<file path="config.mk">
export PLATFORM = sky130hd
export DESIGN_NAME = regfile_wb_arbiter
export DESIGN_NICKNAME = d
export VERILOG_FILES = /design/src/rtl/rf_ctrl_pkg.sv /design/src/rtl/wb_slot.sv /design/src/rtl/regfile_wb_arbiter.sv
export SDC_FILE = /design/constraint.sdc
export NUM_CORES = 1
export LEC_CHECK = 0
export BUFFER_PORTS_ARGS = -buffer_cell sky130_fd_sc_hd__buf_2
export CORE_MARGIN = 2
export CORE_UTILIZATION = 50
export CTS_BUF_LIST = sky130_fd_sc_hd__clkbuf_4
export DETAILED_ROUTE_END_ITERATION = 8
export HOLD_SLACK_MARGIN = 0.08
export PLACE_DENSITY_LB_ADDON = 0.15
export SLEW_MARGIN = 20
export SYNTH_ARGS = -nofsm -noshare
export SYNTH_HDL_FRONTEND = slang
export SYNTH_HIERARCHICAL = 1
export SYNTH_SLANG_ARGS = --single-unit
</file>
<file path="constraint.sdc">
create_clock -name clk -period 2.4 [get_ports clk]
set_clock_uncertainty 0.2 [all_clocks]
set_input_delay 0.24 -clock clk [delete_from_list [all_inputs] [get_ports clk]]
set_output_delay 0.24 -clock clk [all_outputs]
set_load 0.02 [all_outputs]
</file>
<file path="src/rtl/rf_ctrl_pkg.sv">
`default_nettype none
// ============================================================================
//  Module   : rf_ctrl_pkg
//  Brief    : Shared widths and the writeback holding-slot entry type.
//  Revision : 1.0
// ============================================================================
package rf_ctrl_pkg;

    localparam int DATA_W = 16;
    localparam int REG_W  = 4;
    localparam logic [REG_W-1:0] ZERO_REG = '0;

    // "reg" is a keyword, so the destination index field is named rnum.
    typedef struct packed {
        logic              full;
        logic [REG_W-1:0]  rnum;
        logic [DATA_W-1:0] data;
    } wb_entry_t;

endpackage
`default_nettype wire

</file>
<file path="src/rtl/wb_slot.sv">
`default_nettype none
// ============================================================================
//  Module   : wb_slot
//  Brief    : One-entry writeback holding buffer; load wins over drain.
//  Revision : 1.0
// ============================================================================
module wb_slot (
    input  logic                          clk,
    input  logic                          rst,
    input  logic                          load,
    input  logic                          drain,
    input  logic [rf_ctrl_pkg::REG_W-1:0]  load_reg,
    input  logic [rf_ctrl_pkg::DATA_W-1:0] load_data,
    output rf_ctrl_pkg::wb_entry_t        entry
);
    import rf_ctrl_pkg::*;

    wb_entry_t r_entry;

    always_ff @(posedge clk) begin
        if (rst) begin
            r_entry <= '0;
        end else if (load) begin
            r_entry.full <= 1'b1;
            r_entry.rnum <= load_reg;
            r_entry.data <= load_data;
        end else if (drain) begin
            r_entry.full <= 1'b0;
        end
    end

    assign entry = r_entry;

endmodule
`default_nettype wire

</file>
<file path="src/rtl/regfile_wb_arbiter.sv">
`default_nettype none
// ============================================================================
//  Module   : regfile_wb_arbiter
//  Brief    : Oldest-first arbiter of two writeback slots onto the register
//             file write port, with pending-write read stall.
//  Revision : 1.0
// ============================================================================
module regfile_wb_arbiter #(
    parameter int DATA_W = rf_ctrl_pkg::DATA_W,
    parameter int REG_W  = rf_ctrl_pkg::REG_W
) (
    input  logic              clk,
    input  logic              rst,
    input  logic              req0_valid,
    output logic              req0_ready,
    input  logic [REG_W-1:0]  req0_reg,
    input  logic [DATA_W-1:0] req0_data,
    input  logic              req1_valid,
    output logic              req1_ready,
    input  logic [REG_W-1:0]  req1_reg,
    input  logic [DATA_W-1:0] req1_data,
    input  logic [REG_W-1:0]  src_reg1,
    input  logic [REG_W-1:0]  src_reg2,
    output logic              stall,
    output logic [REG_W-1:0]  rf_dst_reg,
    output logic              rf_write_en,
    output logic [DATA_W-1:0] rf_dst_data
);
    import rf_ctrl_pkg::*;

    wb_entry_t         w_slot0;
    wb_entry_t         w_slot1;
    wb_entry_t         w_sel;
    logic              w_gnt0;
    logic              w_gnt1;
    logic              w_acc0;
    logic              w_acc1;
    logic              w_hit0;
    logic              w_hit1;
    logic              r_rr;
    logic              r_older;
    logic [REG_W-1:0]  r_dst_reg;
    logic              r_write_en;
    logic [DATA_W-1:0] r_dst_data;

    // r_older == 0 means slot 0 holds the older entry.
    always_comb begin
        w_gnt0 = w_slot0.full & (~w_slot1.full | ~r_older);
        w_gnt1 = w_slot1.full & (~w_slot0.full |  r_older);
        w_sel  = w_gnt1 ? w_slot1 : w_slot0;
    end

    assign req0_ready = ~rst & (~w_slot0.full | w_gnt0);
    assign req1_ready = ~rst & (~w_slot1.full | w_gnt1);
    assign w_acc0     = req0_valid & req0_ready;
    assign w_acc1     = req1_valid & req1_ready;

    wb_slot u_slot0 (
        .clk       (clk),
        .rst       (rst),
        .load      (w_acc0),
        .drain     (w_gnt0),
        .load_reg  (req0_reg),
        .load_data (req0_data),
        .entry     (w_slot0)
    );

    wb_slot u_slot1 (
        .clk       (clk),
        .rst       (rst),
        .load      (w_acc1),
        .drain     (w_gnt1),
        .load_reg  (req1_reg),
        .load_data (req1_data),
        .entry     (w_slot1)
    );

    always_ff @(posedge clk) begin
        if (rst) begin
            r_rr    <= 1'b0;
            r_older <= 1'b0;
        end else if (w_acc0 & w_acc1) begin
            r_older <= r_rr;
            r_rr    <= ~r_rr;
        end else if (w_acc0 & w_slot1.full & ~w_gnt1) begin
            r_older <= 1'b1;
        end else if (w_acc1 & w_slot0.full & ~w_gnt0) begin
            r_older <= 1'b0;
        end
    end

    // r0 writes are consumed here so the file's bypass never forwards them.
    always_ff @(posedge clk) begin
        if (rst) begin
            r_dst_reg  <= '0;
            r_dst_data <= '0;
            r_write_en <= 1'b0;
        end else if (w_gnt0 | w_gnt1) begin
            r_dst_reg  <= w_sel.rnum;
            r_dst_data <= w_sel.data;
            r_write_en <= (w_sel.rnum != ZERO_REG);
        end else begin
            r_write_en <= 1'b0;
        end
    end

    assign rf_dst_reg  = r_dst_reg;
    assign rf_dst_data = r_dst_data;
    assign rf_write_en = r_write_en;

    // The entry already on rf_* is covered by the file bypass, not stalled.
    assign w_hit0 = w_slot0.full & (w_slot0.rnum != ZERO_REG) &
                    ((w_slot0.rnum == src_reg1) | (w_slot0.rnum == src_reg2));
    assign w_hit1 = w_slot1.full & (w_slot1.rnum != ZERO_REG) &
                    ((w_slot1.rnum == src_reg1) | (w_slot1.rnum == src_reg2));
    assign stall  = w_hit0 | w_hit1;

endmodule
`default_nettype wire

</file>
[Word level (Yosys, flattened, before mapping)]
Cells that the tools add are included.
W data, S select, Z words.
Storage, ports and cells
  register bits after elaboration: 65
  input bits: 52
  output and inout bits: 24
  word-level logic and storage cells: 61
Operators by class
  equality and inequality tests: 4
  muxes and demuxes: 8
  bitwise operators: 31
  reduce and logical (&&, ||, !) cells: 7
Operator list (count)
  $mux W20: 1
  $eq A4 B4 Y1: 4
  $and A1 B1 Y1: 15
  $reduce_bool A4 Y1: 3
  $not A1 Y1: 8
  $or A1 B1 Y1: 8
  $mux W1: 7
  $reduce_bool A2 Y1: 2
  $reduce_bool A3 Y1: 1
  $reduce_or A2 Y1: 1

[Logic depth before layout (Yosys ltp)]
Gate-level depths: netlist of run 1.
  depth after elaboration: 11
  mapped depth: 7
  depth with buffers taken out: 5

[Cells and area by module]
Netlist of run 1, hierarchy kept.
Modules (own cells, without submodules)
  wb_slot: times used 2, cells each 69, area an instance 769.5 um^2
  regfile_wb_arbiter: times used 1, cells each 162, area an instance 1297.5 um^2

[Worst setup path after synthesis of run 1]
OpenSTA, ideal clock, no wires.
  path kind: register to register
  from: register r_older
  to: register u_slot1.r_entry (netlist bit u_slot1/entry[0])
  library setup time: 128 ps
  arrival time: 1519 ps
  data required time: 2072 ps
  setup slack: 553 ps
  cell stages (with the launch flop): 8
  buffers on the path: 2
  clock period less this slack: 1847 ps
  cell sequence: dfxtp_1 inv_1 a31oi_1 and2_1 buf_6 buf_12 mux2i_1 nor2_1
Between the ends
  word-level cells in the longest chain between the ends: 5
RTL lines
  from (decl): line regfile_wb_arbiter.sv:41  | logic r_older;
  from (signal assigned): line regfile_wb_arbiter.sv:83  | r_older <= r_rr;
  $or A1 B1 Y1: line regfile_wb_arbiter.sv:49  | w_gnt1 = w_slot1.full & (~w_slot0.full | r_older);
  $and A1 B1 Y1: line regfile_wb_arbiter.sv:49
  $or A1 B1 Y1: line regfile_wb_arbiter.sv:54  | assign req1_ready = ~rst & (~w_slot1.full | w_gnt1);
  $and A1 B1 Y1: line regfile_wb_arbiter.sv:54
  net req1_ready: line regfile_wb_arbiter.sv:19  | output logic req1_ready,
  $and A1 B1 Y1: line regfile_wb_arbiter.sv:56  | assign w_acc1 = req1_valid & req1_ready;
  net w_acc1: line regfile_wb_arbiter.sv:37  | logic w_acc1;
  to (decl): line wb_slot.sv:18  | wb_entry_t r_entry;
The timed path passes the listed nets, and every way through them passes these cells.
A chain may end at the register's enable or synchronous reset.

[Final worst setup path of run 1]
  from: input port rst
  to: register u_slot1.r_entry (netlist bit u_slot1/entry[1])
Between the ends
  word-level cells in the longest chain between the ends: 3
RTL lines
  from (decl): line regfile_wb_arbiter.sv:13  | input logic rst,
  $not A1 Y1: line regfile_wb_arbiter.sv:54
  $and A1 B1 Y1: line regfile_wb_arbiter.sv:54
  $and A1 B1 Y1: line regfile_wb_arbiter.sv:56
  net w_acc1: line regfile_wb_arbiter.sv:37
The timed path passes the listed nets, and every way through them passes these cells.

==> results of run 1 <==
-- through the flow --
| step | total power, uW | std cells | setup WS, ns | cell area, um^2 | utilization [%] |
|---|---|---|---|---|---|
| global route | 2690 | 493 | -0.0199 | 3840 | 69.7 |
| finish | 2560 | 493 | 0.0690 | 3840 | 69.7 |
| detailed placement | 1570 | 432 | 0.613 | 3180 | 57.8 |
| floorplan | 1460 | 300 | 0.553 | 2840 | - |
| CTS | 2580 | 493 | 0.0226 | 3820 | 69.4 |
| global placement | 1560 | 432 | 0.653 | 3180 | 57.8 |
-- kinds of logic after synthesis --
logic type | share of synthesized area (%)
xor+xnor | 5.25
simple gates | 16.1
mux | 14.1
compound gates | 11.6
flops | 45.9
buf+inv | 7.06
-- worst max-delay path by stage --
| stage | startpoint | to | cells after the start |
|---|---|---|---|
| after CTS | rst | u_slot1/entry[1] | 8 |
| final | rst | u_slot1/entry[1] | 8 |
| after global placement | u_slot1/entry[19] | stall | 4 |
| after global routing | rst | u_slot1/entry[1] | 8 |
| after detailed placement | r_older | u_slot1/entry[19] | 6 |
| after floorplan | r_older | u_slot1/entry[0] | 7 |
-- worst reg2reg max path, cell delays in order, from the launching register on --
cell and delay (ns):
dfxtp_1 0.49, inv_1 0.07, a31oi_1 0.15, and2_1 0.21
buf_12 0.21, mux2i_1 0.22, nor2_1 0.06, dlygate4sd3_1 0.55
-- power groups by stage --
| stage | Combinational [uW] | Clock [uW] | Sequential [uW] |
|---|---|---|---|
| 6_report | 405 | 959 | 1190 |
| 5_1_grt | 444 | 1040 | 1200 |
| 4_1_cts | 405 | 983 | 1190 |
| 3_5_place_dp | 348 | 0 | 1220 |
| 3_3_place_gp | 342 | 0 | 1220 |
| 2_1_floorplan | 220 | 0 | 1240 |
-- cell type report --
cell class              instances  area share (%)
repair buffers                126            23.0
multi-input cells             207            35.0
flip-flops and latches         65            33.9
clock inverters                 7            3.26
clock buffers                   9            1.76
inverters                       7           0.685
well taps                      72            2.35
-- Yosys cell counts (2+ instances only) --
| cell type | instances |
|---|---|
| dfxtp_1 | 65 |
| a41oi_1 | 2 |
| a311oi_1 | 11 |
| nand2b_1 | 2 |
| mux2i_1 | 40 |
| a311oi_2 | 10 |
| inv_1 | 3 |
| inv_2 | 4 |
| buf_6 | 2 |
| nor4_1 | 2 |
| clkbuf_1 | 6 |
| buf_12 | 4 |
| xor2_1 | 9 |
| xnor2_1 | 8 |
| nor2_1 | 62 |
| buf_4 | 2 |
| a21oi_1 | 5 |
| a31oi_1 | 2 |
| buf_2 | 6 |
| and2_1 | 2 |
| nand2_1 | 46 |
-- repair_timing --
action / 4_1_cts / 5_1_grt
setup endpoints to repair: 0 / 1
hold buffers: 45 / 0
hold endpoints to repair: 49 / 0
gates resized for setup: 0 / 3
-- metal layers --
layer  routed length (um)  part of all wire (%)  up-vias
li1                     -                     -     1260
met1                 3190                    48     1134
met2                 3010                    45       73
met3                  399                   6.0        6
met4                   68                   1.0        0
met5                    0                     0        -
==> flow_summary_export.csv, run 1 <==
group,metric,value,unit
outcome,outcome,"completed",
global_routing,met2_usage,34.0,%
worst_setup_path,worst-path-buf-inv,4,
pwr,netSwitchingPower,676,uW
clock_tree,clkLatencyLatePin,0.39,ns
floorplan,die_x,79.3,um
sta,maxSlewHeadroom,69.9,%
yosys,synth_area,2840,um^2
sta,setup_viol,0,
layout,n_fill_cell,436,
place,place_hpwl,4.52,mm
worst_setup_path,crit_path_max_incr_delay,0.55,ns
layout,finalNetCount,468,
routing,wirelength,6.68,mm
global_routing,grt_antenna_before_repair,0,
clock_tree,cts_buffers,9,
worst_setup_path,rrSetupSlack,0.14,ns
yosys,synth_seq_cells,65,
pwr,p_clk_share,37.5,%
place,portBuffers,75,
min_path,hold_depth,2,
sta,period_share,97.1,%
yosys,synth_top_area_share,45.9,%
pwr,p_sw_share,26.4,%
routing,dr.pass1.iters,5,
yosys,synth_edf_count,0,
global_routing,overflow,0,
layout,syn2layout_area_growth,35.2,%
worst_setup_path,r2r_cells,7,
floorplan,dieArea,6290,um^2
yosys,syn_area_per_cell,9.45,um^2
global_routing,grt_use_met3,4.09,%
sta,finalCriticalPeriod,2.33,ns
min_path,min_path_type,"reg2reg",
routing,drc,0,
global_routing,grt_usage,22.6,%
floorplan,start_util,51.5,%
routing,drt_iter0_drc,105,
pwr,p_seq_share,46.7,%
min_path,hold-path-endpoint,"rf_dst_reg[2]",
routing,vias,2473,
place,place.gp.congestion,0.925,
sta,tightest_slew,0.446,ns
global_routing,grt_pass1_wl,11.0,mm
worst_setup_path,end_kind,"flip-flop",
floorplan,core,5510,um^2
min_path,hold_start,"rf_dst_reg[2]",
global_routing,grt_pass1_vias,2298,
worst_setup_path,crit_fanout,21,
worst_setup_path,crit_path_start_kind,"input pin",
worst_setup_path,crit_path_top_delay_cell,"dlygate4sd3_1",
yosys,yosys.area.top_type,"dfxtp_1",
pwr,p_int,1880,uW
yosys,ys_seq_area_share,45.9,%
pwr,power.leakage,0.00166,uW
pwr,combPwrFrac,15.8,%
layout,final_common_cell,"buf_2",
clock_tree,clock_path_buffers,2,
yosys,synth_warnings,6,
clock_tree,cts_tree,"built",
worst_setup_path,arrival,2.41,ns
floorplan,rows,27,
clock_tree,htree_num_levels,3,
sta,whs,0.287,ns
sta,fmax,429,MHz
worst_setup_path,crit_type,"in2reg",
worst_setup_path,required,2.47,ns
sta,finalSetupTns,0,ns
pwr,peakVddDrop,0.409,mV
clock_tree,clk_pin_slew,0.12,ns
layout,seq_area,1300,um^2
floorplan,die_height,79.3,um
global_routing,grt_util_met1,32.0,%
floorplan,ioPinCount,76,
clock_tree,cts_root_buf,"clkbuf_4",
yosys,synthDistinctLibCells,28,
pwr,power_density,667,nW/um^2
yosys,syn_inst,300,
global_routing,grt_max_degree,42,
worst_setup_path,crit_family,"buffers and inverters",
sta,hold_viol,0,
clock_tree,clkSinkCount,65,
yosys,async_flop_share,0,%
layout,multi_input_area,1340,um^2
yosys,syn_nets,352,
yosys,yosys-top-cells-area,"dfxtp_1 46%, mux2i_1 14%, nor2_1 8.2%",
worst_setup_path,path_cells,"dlygate4sd3_1 > buf_2 > a31oi_1 > and2_1 > buf_12 > mux2i_1 > nor2_1 > dlygate4sd3_1",
layout,most-common-layout-cells,"75 x buf_2, 65 x dfxtp_1, 62 x nor2_1",
clock_tree,cts_setup_buffers,0,
worst_setup_path,cpMostUsedCell,"dlygate4sd3_1",
layout,drive_gt1_share,26.6,%
sta,slew_violations,0,
routing,post_drt_wl_per_cell,13.5,um
worst_setup_path,timing.rr.start,"r_older",
worst_setup_path,rr_endpoint,"u_slot1/entry[1]",
routing,vias_per_cell,5.02,
yosys,synth_ff_type,"dfxtp_1",
routing,drtAntennaViolNets,0,
layout,antennaDiodeCount,0,
global_routing,busiest_layer,"met2",
job,drv_cap,0,
Note: power is estimated with default switching activity, not from simulation.
==> run 2, diff against run 1 <==
--- a/config.mk
+++ b/config.mk
@@ -9,11 +9,11 @@
 export CORE_MARGIN = 2
 export CORE_UTILIZATION = 50
 export CTS_BUF_LIST = sky130_fd_sc_hd__clkbuf_4
+export CTS_CLUSTER_SIZE = 8
 export DETAILED_ROUTE_END_ITERATION = 8
 export HOLD_SLACK_MARGIN = 0.08
 export PLACE_DENSITY_LB_ADDON = 0.15
 export SLEW_MARGIN = 20
 export SYNTH_ARGS = -nofsm -noshare
 export SYNTH_HDL_FRONTEND = slang
-export SYNTH_HIERARCHICAL = 1
 export SYNTH_SLANG_ARGS = --single-unit
==> constraint.sdc (replaced) <==
create_clock -name clk -period 2.75 [get_ports clk]
set_clock_uncertainty 0.2 [all_clocks]
set_input_delay 0.275 -clock clk [delete_from_list [all_inputs] [get_ports clk]]
set_output_delay 0.275 -clock clk [all_outputs]
set_load 0.02 [all_outputs]
==> flow_summary_export.csv, run 2 <==
group,metric,value,unit
yosys,syn_inst,340,
sta,slew_violations,0,
global_routing,grt_antenna_before_repair,0,
yosys,synth_warnings,0,
sta,tightest_slew,0.739,ns
place,dpl.cell_count,466,
layout,antennaDiodeCount,0,
job,drv_cap,0,
clock_tree,clkSinkCount,65,
pwr,power_density,546,nW/um^2
global_routing,overflow,0,
worst_setup_path,crit_path_start_kind,"flip-flop",
sta,maxSlewHeadroom,50.8,%
sta,period_share,88.0,%
worst_setup_path,rrSetupSlack,0.80,ns
yosys,async_flop_share,0,%
worst_setup_path,crit_path_top_delay_cell,"dfxtp_1",
place,portBuffers,75,
layout,drive_gt1_share,21.3,%
routing,dr.pass1.iters,4,
worst_setup_path,crit_type,"reg2out",
sta,fmax,413,MHz
yosys,synthDistinctLibCells,27,
layout,layout.cells.non_filler,527,
pwr,p_total,2040,uW
layout,finalNetCount,502,
sta,setup_viol,0,
yosys,synth_edf_count,0,
min_path,min_path_type,"reg2reg",
worst_setup_path,path_cells,"xor2_1 > nor4_1 > a41oi_1 > o32ai_1 > buf_2",
global_routing,grt_pass1_wl,11.5,mm
routing,drc,0,
floorplan,die_x,78.3,um
yosys,ys_seq_area_share,47.1,%
routing,wirelength,6.95,mm
worst_setup_path,arrival,1.94,ns
yosys,syn_area_per_cell,8.13,um^2
floorplan,core,5410,um^2
layout,syn2layout_area_growth,35.1,%
yosys,yosys-top-cells-area,"dfxtp_1 47%, nand2_1 11%, nand2b_1 9.1%",
min_path,hold_start,"u_slot1.entry[13]",
yosys,yosys.area.top_type,"dfxtp_1",
global_routing,grt_pass1_vias,2533,
worst_setup_path,end_kind,"output port",
yosys,synth_seq_cells,65,
routing,drt_iter0_drc,132,
yosys,synth_ff_type,"dfxtp_1",
worst_setup_path,r2r_cells,5,
floorplan,ioPinCount,76,
clock_tree,cts_buffers,9,
worst_setup_path,required,2.28,ns
sta,finalSetupTns,0,ns
global_routing,grt_max_degree,50,
layout,final_common_cell,"nand2_1",
place,place_hpwl,4.20,mm
yosys,synth_area,2760,um^2
global_routing,grt_usage,23.9,%
routing,vias_per_cell,5.03,
sta,hold_viol,0,
routing,vias,2651,
place,pre_cts_ws,0.793,ns
yosys,syn_nets,392,
layout,most-common-layout-cells,"84 x nand2_1, 75 x buf_2, 65 x dfxtp_1",
clock_tree,cts_root_buf,"clkbuf_4",
worst_setup_path,worst-path-buf-inv,1,
place,place.gp.congestion,0.826,
outcome,outcome,"completed",
sta,worst_slack,0.330,ns
clock_tree,cts_tree,"built",
clock_tree,cts_setup_buffers,0,
yosys,yosysMostFrequentCell,"nand2_1",
worst_setup_path,timing.rr.start,"u_slot0.entry[20]",
clock_tree,htree_num_levels,3,
floorplan,rows,27,
routing,drtAntennaViolNets,0,
min_path,hold_depth,2,
worst_setup_path,crit_path_max_incr_delay,0.37,ns
floorplan,dieArea,6140,um^2
sta,rsz0062_at_grt,"no",
floorplan,start_util,51.1,%
yosys,ys_top_cells_by_count,"84 x nand2_1, 65 x dfxtp_1, 40 x nand2b_1",
clock_tree,clk_pin_slew,0.10,ns
routing,post_drt_wl_per_cell,13.2,um
sta,finalCriticalPeriod,2.42,ns
clock_tree,clkLatencyLatePin,0.40,ns
clock_tree,clock_path_buffers,2,
layout,n_fill_cell,449,
worst_setup_path,crit_fanout,5,
min_path,hold-path-endpoint,"u_slot1.entry[13]",
pwr,power.leakage,0.00154,uW
floorplan,die_height,78.3,um
pwr,peakVddDrop,0.408,mV
worst_setup_path,crit_family,"compound AO/OA/AOI/OAI gates",
worst_setup_path,rr_endpoint,"rf_dst_data[13]",
yosys,synth_top_area_share,47.1,%
[run 2: changes by cell type after synthesis, sizes merged, moves of 2 or more]
cell    delta
inv        -5
o21ai     +40
a21oi      -3
nand2b    +38
buf        -2
clkbuf     +6
mux2i     -40
nand2     +38
nor2      -36
[run 2: where the power goes]
part	switching, uW	internal [uW]	total, uW
Clock	336	281	617
Combinational	187	168	355
Sequential	53.1	1010	1070
Total	576	1460	2040
[run 2: stage by stage]
| step | util (%) | hold WS (ns) | instance area (um^2) |
|---|---|---|---|
| after detailed placement | 58.3 | 0.264 | 3150 |
| after floorplan | - | 0.184 | 2760 |
| after CTS | 69.1 | 0.283 | 3730 |
| final | 69.1 | 0.282 | 3730 |
| after global routing | 69.1 | 0.307 | 3730 |
| after global placement | 58.3 | 0.258 | 3150 |
[run 2: final cells by class]
type                       count  area, um^2  area share (%)
timing repair buffer         124         856            22.9
sequential                    65        1300            34.9
multi-input combinational    248        1350            36.0
inverter                       2        7.51           0.201
clock inverter                 6        58.8            1.58
tap                           72        90.1            2.41
clock buffer                  10        75.1            2.01
[run 2: cell families (layout without fill, tap and decap cells)]
kind of cell    count (synthesis)  in the layout  share of synthesized area (%)
compound gates                 71             71                           16.5
simple gates                  160            160                           26.5
xor+xnor                       17             17                           5.39
buf+inv                        27            142                           4.44
flops                          65             65                           47.1
[run 2: worst max path at each step]
stage          slack (ns)  cells past startpoint              start    end
6_report             0.33                      5  u_slot0.entry[19]  stall
2_1_floorplan        0.83                      4  u_slot0.entry[19]  stall
4_1_cts              0.36                      5  u_slot0.entry[19]  stall
3_3_place_gp         0.88                      6        src_reg1[3]  stall
5_1_grt              0.27                      5  u_slot0.entry[18]  stall
3_5_place_dp         0.79                      6        src_reg1[3]  stall
[run 2: tightest hold or removal path, stage by stage (launching register included)]
cell and delay [ns]:
dfxtp_1 0.32, nand2b_1 0.06, o21ai_0 0.06
[run 2: per-layer routing]
metal	GRT usage [%]	routed length, um
met5	0	0
met2	37.3	3170
met3	6.44	354
met1	31.0	3270
met4	10.4	161
[run 2: repair_timing]
item	4_1_cts	5_1_grt
hold endpoints to repair	44	0
resized for setup	0	0
hold buffers	45	0
